<file path="config.mk">
export PLATFORM = sky130hd
export DESIGN_NAME = branch_predictor_flat
export DESIGN_NICKNAME = d
export VERILOG_FILES = /design/src/rtl/bp_pkg.sv /design/src/rtl/branch_predictor_if.sv /design/src/rtl/bp_stat_ctr.sv /design/src/rtl/branch_predictor.sv /design/src/flat_wrapper.sv
export SDC_FILE = /design/constraint.sdc
export NUM_CORES = 1
export LEC_CHECK = 0
export ABC_AREA = 1
export BUFFER_PORTS_ARGS = -buffer_cell sky130_fd_sc_hd__buf_4
export CORE_MARGIN = 2
export CORE_UTILIZATION = 55
export CTS_BUF_LIST = sky130_fd_sc_hd__clkbuf_16
export CTS_CLUSTER_SIZE = 40
export DETAILED_ROUTE_END_ITERATION = 8
export HOLD_SLACK_MARGIN = 0.15
export PLACE_DENSITY = 0.76
export SYNTH_ARGS = -nofsm -noshare
export SYNTH_HDL_FRONTEND = slang
export SYNTH_SLANG_ARGS = --single-unit
</file>
<file path="constraint.sdc">
create_clock -name clk -period 3.18 [get_ports clk]
set_clock_uncertainty 0.1 [all_clocks]
set_input_delay 0.636 -clock clk [delete_from_list [all_inputs] [get_ports clk]]
set_output_delay 0.636 -clock clk [all_outputs]
set_load 0.02 [all_outputs]
</file>
<file path="src/rtl/bp_pkg.sv">
// Shared types and helpers for the fetch-stage branch predictor:
// 2-bit direction counter encodings and their saturating update.
package bp_pkg;

    localparam int unsigned STAT_W = 32;
    localparam int unsigned CTR_W  = 2;

    typedef enum logic [CTR_W-1:0] {
        CTR_SNT = 2'b00,
        CTR_WNT = 2'b01,
        CTR_WT  = 2'b10,
        CTR_ST  = 2'b11
    } ctr_e;

    // New entries start weakly taken so one not-taken outcome flips them.
    localparam ctr_e CTR_ALLOC = CTR_WT;

    function automatic ctr_e ctr_next(input ctr_e ctr, input logic taken);
        ctr_e res;
        res = ctr;
        if (taken) begin
            if (ctr != CTR_ST) res = ctr_e'(CTR_W'(ctr) + CTR_W'(1));
        end else begin
            if (ctr != CTR_SNT) res = ctr_e'(CTR_W'(ctr) - CTR_W'(1));
        end
        return res;
    endfunction

endpackage

</file>
<file path="src/rtl/branch_predictor_if.sv">
// Fetch lookup, EX training and statistics signals of the branch predictor.
interface branch_predictor_if #(
    parameter int unsigned XLEN    = 32,
    parameter int unsigned PC_BITS = 12
);

    logic [PC_BITS-1:0] F_pc;
    logic               F_BP_taken;
    logic [PC_BITS-1:0] F_BP_target_pc;
    logic               EX_brn;
    logic [PC_BITS-1:0] EX_pc;
    logic               EX_true_taken;
    logic [XLEN-1:0]    EX_alu_out;
    logic               EX_taken;
    logic [31:0]        BP_branch_cnt;
    logic [31:0]        BP_mispred_cnt;

    modport master (
        output F_pc, EX_brn, EX_pc, EX_true_taken, EX_alu_out, EX_taken,
        input  F_BP_taken, F_BP_target_pc, BP_branch_cnt, BP_mispred_cnt
    );

    modport slave (
        input  F_pc, EX_brn, EX_pc, EX_true_taken, EX_alu_out, EX_taken,
        output F_BP_taken, F_BP_target_pc, BP_branch_cnt, BP_mispred_cnt
    );

endinterface

</file>
<file path="src/rtl/bp_stat_ctr.sv">
// 32-bit event counter that saturates at all-ones instead of wrapping.
module bp_stat_ctr
    import bp_pkg::*;
(
    input  logic              clk,
    input  logic              rst,
    input  logic              inc,
    output logic [STAT_W-1:0] count
);

    logic [STAT_W-1:0] count_q;
    logic [STAT_W-1:0] count_d;

    always_comb begin
        count_d = count_q;
        if (inc && (count_q != {STAT_W{1'b1}})) count_d = count_q + STAT_W'(1);
    end

    always_ff @(posedge clk) begin
        if (rst) count_q <= '0;
        else     count_q <= count_d;
    end

    assign count = count_q;

endmodule

</file>
<file path="src/rtl/branch_predictor.sv">
// Direct-mapped BTB with per-entry 2-bit direction counters; combinational
// lookup from the fetch PC, trained by the resolved branch from EX.
module branch_predictor
    import bp_pkg::*;
#(
    parameter int unsigned XLEN        = 32,
    parameter int unsigned PC_BITS     = 12,
    parameter int unsigned BTB_ENTRIES = 16
) (
    input  logic              clk,
    input  logic              rst,
    branch_predictor_if.slave bp
);

    localparam int unsigned IDX_BITS = $clog2(BTB_ENTRIES);
    localparam int unsigned TAG_BITS = PC_BITS - IDX_BITS;

    logic [BTB_ENTRIES-1:0] valid_q, valid_d;
    logic [TAG_BITS-1:0]    tag_q    [BTB_ENTRIES];
    logic [TAG_BITS-1:0]    tag_d    [BTB_ENTRIES];
    logic [PC_BITS-1:0]     target_q [BTB_ENTRIES];
    logic [PC_BITS-1:0]     target_d [BTB_ENTRIES];
    ctr_e                   ctr_q    [BTB_ENTRIES];
    ctr_e                   ctr_d    [BTB_ENTRIES];

    logic [IDX_BITS-1:0] f_idx, ex_idx;
    logic [TAG_BITS-1:0] f_tag, ex_tag;
    logic [PC_BITS-1:0]  ex_target;
    logic                f_hit, f_taken, ex_hit;
    logic [STAT_W-1:0]   branch_cnt, mispred_cnt;

    assign f_idx     = bp.F_pc[IDX_BITS-1:0];
    assign f_tag     = bp.F_pc[PC_BITS-1:IDX_BITS];
    assign ex_idx    = bp.EX_pc[IDX_BITS-1:0];
    assign ex_tag    = bp.EX_pc[PC_BITS-1:IDX_BITS];
    assign ex_target = bp.EX_alu_out[PC_BITS-1:0];

    generate
        if (XLEN > PC_BITS) begin : g_alu_hi
            logic unused_alu_hi;
            assign unused_alu_hi = ^bp.EX_alu_out[XLEN-1:PC_BITS];
        end
    endgenerate

    // Lookup reads registered state only: no bypass from a same-cycle update.
    assign f_hit   = valid_q[f_idx] && (tag_q[f_idx] == f_tag);
    assign f_taken = f_hit && ctr_q[f_idx][1];
    assign ex_hit  = valid_q[ex_idx] && (tag_q[ex_idx] == ex_tag);

    assign bp.F_BP_taken     = f_taken;
    assign bp.F_BP_target_pc = f_taken ? target_q[f_idx] : bp.F_pc + PC_BITS'(1);

    always_comb begin
        valid_d  = valid_q;
        tag_d    = tag_q;
        target_d = target_q;
        ctr_d    = ctr_q;
        if (bp.EX_brn) begin
            if (ex_hit) begin
                ctr_d[ex_idx] = ctr_next(ctr_q[ex_idx], bp.EX_true_taken);
                if (bp.EX_true_taken) target_d[ex_idx] = ex_target;
            end else if (bp.EX_true_taken) begin
                valid_d[ex_idx]  = 1'b1;
                tag_d[ex_idx]    = ex_tag;
                target_d[ex_idx] = ex_target;
                ctr_d[ex_idx]    = CTR_ALLOC;
            end
        end
    end

    always_ff @(posedge clk) begin
        if (rst) begin
            valid_q <= '0;
            for (int unsigned i = 0; i < BTB_ENTRIES; i++) begin
                tag_q[i]    <= '0;
                target_q[i] <= '0;
                ctr_q[i]    <= CTR_WNT;
            end
        end else begin
            valid_q  <= valid_d;
            tag_q    <= tag_d;
            target_q <= target_d;
            ctr_q    <= ctr_d;
        end
    end

    bp_stat_ctr u_branch_cnt (
        .clk   (clk),
        .rst   (rst),
        .inc   (bp.EX_brn),
        .count (branch_cnt)
    );

    bp_stat_ctr u_mispred_cnt (
        .clk   (clk),
        .rst   (rst),
        .inc   (bp.EX_brn && bp.EX_taken),
        .count (mispred_cnt)
    );

    assign bp.BP_branch_cnt  = branch_cnt;
    assign bp.BP_mispred_cnt = mispred_cnt;

endmodule

</file>
<file path="src/flat_wrapper.sv">
// flat-port wrapper written by rule: the top's interface ports become plain ports
module branch_predictor_flat import bp_pkg::*;
#(
    parameter int unsigned XLEN        = 32,
    parameter int unsigned PC_BITS     = 12,
    parameter int unsigned BTB_ENTRIES = 16
)
  (clk, rst, bp_F_pc, bp_EX_brn, bp_EX_pc, bp_EX_true_taken, bp_EX_alu_out, bp_EX_taken, bp_F_BP_taken, bp_F_BP_target_pc, bp_BP_branch_cnt, bp_BP_mispred_cnt);
  branch_predictor_if #(.XLEN(XLEN), .PC_BITS(PC_BITS)) bp_i ();
  input  logic clk;
  input  logic rst;
  input wire logic [$bits(bp_i.F_pc)-1:0] bp_F_pc;
  input wire logic [$bits(bp_i.EX_brn)-1:0] bp_EX_brn;
  input wire logic [$bits(bp_i.EX_pc)-1:0] bp_EX_pc;
  input wire logic [$bits(bp_i.EX_true_taken)-1:0] bp_EX_true_taken;
  input wire logic [$bits(bp_i.EX_alu_out)-1:0] bp_EX_alu_out;
  input wire logic [$bits(bp_i.EX_taken)-1:0] bp_EX_taken;
  output wire logic [$bits(bp_i.F_BP_taken)-1:0] bp_F_BP_taken;
  output wire logic [$bits(bp_i.F_BP_target_pc)-1:0] bp_F_BP_target_pc;
  output wire logic [$bits(bp_i.BP_branch_cnt)-1:0] bp_BP_branch_cnt;
  output wire logic [$bits(bp_i.BP_mispred_cnt)-1:0] bp_BP_mispred_cnt;
  assign bp_i.F_pc = bp_F_pc;
  assign bp_i.EX_brn = bp_EX_brn;
  assign bp_i.EX_pc = bp_EX_pc;
  assign bp_i.EX_true_taken = bp_EX_true_taken;
  assign bp_i.EX_alu_out = bp_EX_alu_out;
  assign bp_i.EX_taken = bp_EX_taken;
  assign bp_F_BP_taken = bp_i.F_BP_taken;
  assign bp_F_BP_target_pc = bp_i.F_BP_target_pc;
  assign bp_BP_branch_cnt = bp_i.BP_branch_cnt;
  assign bp_BP_mispred_cnt = bp_i.BP_mispred_cnt;
  branch_predictor #(.XLEN(XLEN), .PC_BITS(PC_BITS), .BTB_ENTRIES(BTB_ENTRIES)) u_core (.clk(clk), .rst(rst), .bp(bp_i));
endmodule
</file>
==> Word-level counts from Yosys, hierarchy flattened <==
Index checks and enable logic that the tools add are counted.
{ "word_totals": {"ff_bits": 432, "wordCells": 125} }
{ "op_classes": {"n_addsub": 5, "n_lt_le_gt_ge": 6, "eq_ne": 5, "mux": 38, "n_bitwise": 7, "reduce_logical": 13} }
{ "ops": {"columns": ["cell", "n"], "rows": [
  ["$bwmux W192", 1],
  ["$bwmux W128", 1],
  ["$add A32 B1 Y32 const B", 2],
  ["$bmux W8 S4", 2],
  ["$mux W32", 2],
  ["$ne A32 B32 Y1 const B", 2],
  ["$bmux W12 S4", 1],
  ["$demux W12 S4", 1],
  ["$mux W12", 4],
  ["$mux W8", 5],
  ["$bwmux W32", 1],
  ["$demux W8 S4", 1],
  ["$or A16 B16 Y16", 2],
  ["$mux W2", 10],
  ["$and A16 B16 Y16", 1],
  ["$bmux W2 S4", 2],
  ["$eq A8 B8 Y1", 2],
  ["$not A16 Y16", 1],
  ["$add A12 B1 Y12 const B", 1],
  ["$ge A5 B5 Y1 const B", 2],
  ["$lt A4 B5 Y1 const B", 2],
  ["$not A4 Y5", 2],
  ["$bmux W1 S4", 2],
  ["$demux W2 S4", 1],
  ["12 further kinds", 23]
]} }

==> Depth between registers and ports, before layout <==
{ "depth": {"depth_word": 11, "depth_mapped": 21, "mapped_depth_nobuf": 18} }

==> Cells and area by module <==
From an unflattened synthesis, not the netlist that was laid out.
{ "hier_totals": {"hier_cells": 3475, "area_unflattened_um2": 22462.8} }
{ "modules_own_cells": {"columns": ["module", "n_inst", "cells_per_inst", "area_each_um2", "seq_area_each_um2"], "rows": [
  ["branch_predictor", 1, 2827, 18338.8, 7367.1],
  ["bp_stat_ctr", 2, 324, 2062.0, 640.6]
]} }

==> Worst setup path after synthesis <==
Ideal clock, no wire load.
{ "synth_path": {"path_kind": "input-to-output", "from": "input bp_F_pc[1]", "to": "output bp_F_BP_target_pc[2]", "t_arrival_ns": 2.793, "required_ns": 2.444, "setup_slack_ns": -0.349, "cell_stages": 12, "n_path_buf": 4, "cell_sequence": "buf_2 > clkbuf_1 > clkbuf_1 > o21ai_0 > o211ai_1 > nand3_1 > nand3_1 > nand3_1 > nor3_1 > nand2_1 > clkbuf_1 > o21ai_0"} }
{ "synth_between": {"elab_chain_len": 8, "elab_cells_between_ends": 17, "classes_between": "add/sub (1); eq/ne (1); mux (12); bitwise (1); reduce/logical (2)"} }
{ "synth_lines": {"columns": ["item", "line_no", "rtl"], "rows": [
  ["start, declared", "flat_wrapper.sv:12", "input wire logic [$bits(bp_i.F_pc)-1:0] bp_F_pc;"],
  ["$not A4 Y5 (not written as such)", "branch_predictor.sv:46, branch_predictor.sv:47, branch_predictor.sv:51", null],
  ["$bmux W8 S4", "branch_predictor.sv:46", "assign f_hit = valid_q[f_idx] && (tag_q[f_idx] == f_tag);"],
  ["$mux W8 (not written as such) (2 in a row)", "branch_predictor.sv:46", null],
  ["$eq A8 B8 Y1", "branch_predictor.sv:46", null],
  ["$logic_and A1 B1 Y1", "branch_predictor.sv:46", null],
  ["$logic_and A1 B1 Y1", "branch_predictor.sv:47", "assign f_taken = f_hit && ctr_q[f_idx][1];"],
  ["$mux W12 (*)", "branch_predictor.sv:51", "assign bp.F_BP_target_pc = f_taken ? target_q[f_idx] : bp.F_pc + PC_BITS'(1);"],
  ["end, declared", "flat_wrapper.sv:19", "output wire logic [$bits(bp_i.F_BP_target_pc)-1:0] bp_F_BP_target_pc;"]
]} }
Mark *: on every way between the ends. The rest lies on a longest branch, timed or not. The select of a mux whose other input is x is not followed.

==> Worst setup path after layout <==
{ "layout_path": {"from": "input bp_F_pc[0]", "to": "output bp_F_BP_target_pc[10]"} }
The elaborated chain is that of the path after synthesis.

==> flow_metrics.py <==
metrics = {
    "outcome": {
        "status": "finished with violations",
        "violations": "setup timing",
    },
    "hold_path": {
        "hold_path_class": "input port to flop",
        "hp-start": "bp_EX_alu_out[8]",
    },
    "grt": {
        "grt_pass1_vias": 21800,
        "antenna_found_initial": 0,
        "grt_pass1_wl_mm": 113,
        "grt_use_total": 0.338,
        "grt_max_degree": 118,
        "overflow": 0,
    },
    "synthesis": {
        "syn_nets": 3439,
        "seq_area_frac_synth": 0.395,
        "async_flop_share": 0,
        "synthesis.area_um2": 21900,
        "synth_ff_type": "dfxtp_1",
        "synth_xor_xnor_area_share": 0.00961,
        "synth_area_per_cell_um2": 6.48,
        "synth-compound-area-share": 0.239,
        "synth_top_family_by_area": "simple AND/OR/NAND/NOR gates",
        "synth.ff_latch_count": 432,
        "netlist_instances": 3375,
        "ys_warn_count": 0,
        "synthMuxAreaShare": 0,
        "synth_edf_count": 0,
        "ys_types": 43,
        "yosys.area_share.simple": 0.255,
        "yosys.area_share.adder": 0.00172,
    },
    "cells_and_area": {
        "final_layout_size_suffix_gt1_frac": 0.132,
        "final_common_cell": "nor2_1",
        "fillers": 3378,
        "syn_to_final_growth_pct": 20.9,
        "multi_input_area_um2": 11500,
        "seq_area_um2": 8650,
        "mostFrequentLayoutCells": "597 x nor2_1, 499 x o21ai_0, 462 x nand2_1",
        "antennaDiodeCount": 0,
        "nets": 3559,
        "final_cells": 4058,
    },
    "detailed_routing": {
        "remaining_drc_errors": 0,
        "route.vias.total": 24000,
        "wire_per_inst_um": 18.1,
        "dr.pass1.iters": 6,
        "avgViaCountPerCell": 5.91,
        "drtAntennaViolNets": 0,
        "drt_iter0_markers": 2777,
        "wl_mm": 73.5,
    },
    "sta": {
        "rsz0062_at_grt": "true",
        "relSlewSlack": 0.484,
        "setup_ws_ns": -0.297,
        "maxSlewViolCount": 0,
        "tns_ns": -3.03,
        "setup_viol": 13,
        "max_slew.worst_pin.slew_ns": 0.773,
        "hold_viol_final": 0,
        "timing.fmax_ghz": 0.288,
        "min_period_over_period": 1.09,
        "min_period_ns": 3.48,
    },
    "floorplanning": {
        "coreArea_um2": 39500,
        "pin_count": 138,
        "fp.dieW_um": 203,
        "die_area_um2": 41400,
        "rows": 73,
        "initial_core_util": 0.554,
        "die_h_um": 203,
    },
    "setup_path": {
        "crit_path_max_fanout": 13,
        "slowest_stage": "clkbuf_16",
        "slowest_delay_ns": 0.19,
        "worstPathRequired_ns": 2.44,
        "crit_start": "bp_F_pc[0]",
        "crit_top_cell": "nand2_2",
        "end_kind": "output port",
        "crit_chain": "buf_16, clkinv_16, buf_12, o21ai_1, o21ai_1, nand2_1, nand2_2, inv_2, nand2_2, nand2_2, nand2_1, nor2_1, nand4_1, nor2_1, nand2_2, clkbuf_16, o21ai_4, buf_6",
        "ff2ff_path_depth": 11,
        "critPathArrivalTime_ns": 2.74,
        "reg2reg_slack_ns": 0.59,
        "rr_endpoint": "u_core.u_branch_cnt.count[7]",
        "r2r_start": "u_core.u_branch_cnt.count[0]",
        "endpoint": "bp_F_BP_target_pc[10]",
        "path_class": "input port to output port",
        "start_kind": "input port",
    },
    "cts": {
        "cts_inserted_buffers": 47,
        "cts_hold_buf": 0,
        "insertion_delay_ns": 0.59,
        "cts_tree": "yes",
        "cts.htree.levels": 2,
        "cts_max_path_buffers": 3,
        "clock_sinks": 432,
        "clk_pin_slew_ns": 0.06,
        "clk_root_buffer_cell": "clkbuf_16",
    },
    "placement": {
        "post-place-cells": 3951,
        "dp_slack_ns": -0.303,
        "io_buffers": 117,
        "hpwl_mm": 47.9,
        "routabilityCongestion": 0.938,
    },
    "power_and_ir_drop": {
        "finalPower_mw": 12.4,
        "ir_drop_uv": 343,
        "leakage_nw": 10.6,
        "powerDensity_nw_per_um2": 470,
    },
    "job": {
        "cap_violations": 0,
    },
}
cell type report:
| type | count | share of cell area |
|---|---|---|
| inverter | 329 | 0.0480 |
| tap | 525 | 0.0248 |
| clock buffer | 48 | 0.0454 |
| timing repair inverter | 1 | 0.000426 |
| timing repair buffer | 290 | 0.108 |
| clock inverter | 39 | 0.0113 |
| sequential | 432 | 0.327 |
| multi-input combinational | 2394 | 0.435 |
critical path, delay by kind of cell:
family	cells	cell delay [ns]
and+or+nand+nor	9	0.92
AOI/OAI and AO/OA	3	0.34
buffers and inverters	6	0.81
metrics by stage:
| step | hold WS [ns] | cell area, um2 | util |
|---|---|---|---|
| 2_1_floorplan | 0.330 | 22000 | - |
| 6_report | 0.340 | 26400 | 0.670 |
| 4_1_cts | 0.310 | 26100 | 0.661 |
| 3_3_place_gp | 0.336 | 24100 | 0.611 |
| 3_5_place_dp | 0.343 | 24100 | 0.611 |
| 5_1_grt | 0.336 | 26400 | 0.670 |
repair_timing:
action                                  CTS  global route
buffers inserted                          4             2
pin swaps                                23            25
endpoints found under the setup margin   13            13
gates resized for setup                  97            58
gates cloned                              6             9
hold endpoints to repair                  0             0
logic make-up (layout without fill, tap and decap cells):
logic type | after synthesis | count (layout)
simple gates | 1356 | 1356
xor+xnor | 24 | 24
compound gates | 1011 | 1011
flops | 432 | 432
fa+ha+maj | 3 | 3
buf+inv | 549 | 707
registers in the layout, indices dropped and copies added (netlist names):
signal                      flops
u_core.tag_q                  128
u_core.u_mispred_cnt.count     32
u_core.target_q               192
u_core.u_branch_cnt.count      32
u_core.valid_q                 16
u_core.ctr_q                   32
synth_stat cells, types with 3 or more instances:
cell type  number  area, um2
clkinv_1        3       11.3
xnor2_1         3       26.3
nor2_4          4       45.0
nand3_1       145        726
inv_1         322       1210
inv_2           4       15.0
o211ai_1       12       90.1
clkbuf_1      168        631
buf_4          12       90.1
nor4_1          8       50.1
o22ai_1         8       50.1
nor3b_1         9       67.6
xor2_1         21        184
o21ai_1        34        170
dfxtp_1       432       8650
nand2_1       483       1810
buf_2          26        130
nor2_1        602       2260
o21ai_0       543       2720
nand4_1        46        288
buf_6           3       33.8
ha_1            3       37.5
o311ai_0        8       70.1
nand2_2        10       62.6
buf_1          11       41.3
a21oi_1       371       1860
o21a_1          6       45.0
nor3_1         43        215
a22oi_1         8       60.1
a311oi_1       12        105
how the worst min path moves through the flow:
stage / end / cells past startpoint / slack (ns)
6_report: u_core.target_q[92] / 3 / 0.34
5_1_grt: u_core.target_q[134] / 3 / 0.34
4_1_cts: u_core.target_q[140] / 3 / 0.31
3_5_place_dp: u_core.target_q[69] / 2 / 0.34
3_3_place_gp: u_core.target_q[130] / 2 / 0.34
2_1_floorplan: u_core.target_q[108] / 2 / 0.33
layer usage:
| metal | routed length (um) | vias to the layer above | track usage |
|---|---|---|---|
| li1 | - | 11400 | - |
| met1 | 29600 | 11000 | 0.457 |
| met2 | 32900 | 1426 | 0.534 |
| met3 | 8230 | 227 | 0.0510 |
| met4 | 2840 | 0 | 0.157 |
| met5 | 0 | - | 0 |
power breakdown:
part | total (mW) | internal (mW) | switching, mW | leakage (nW)
sequential | 5.53 | 5.49 | 0.0444 | 3.49
clock | 5.39 | 3.07 | 2.32 | 0.763
combinational | 1.50 | 0.526 | 0.972 | 6.39
(Power assumes the default switching activity.)
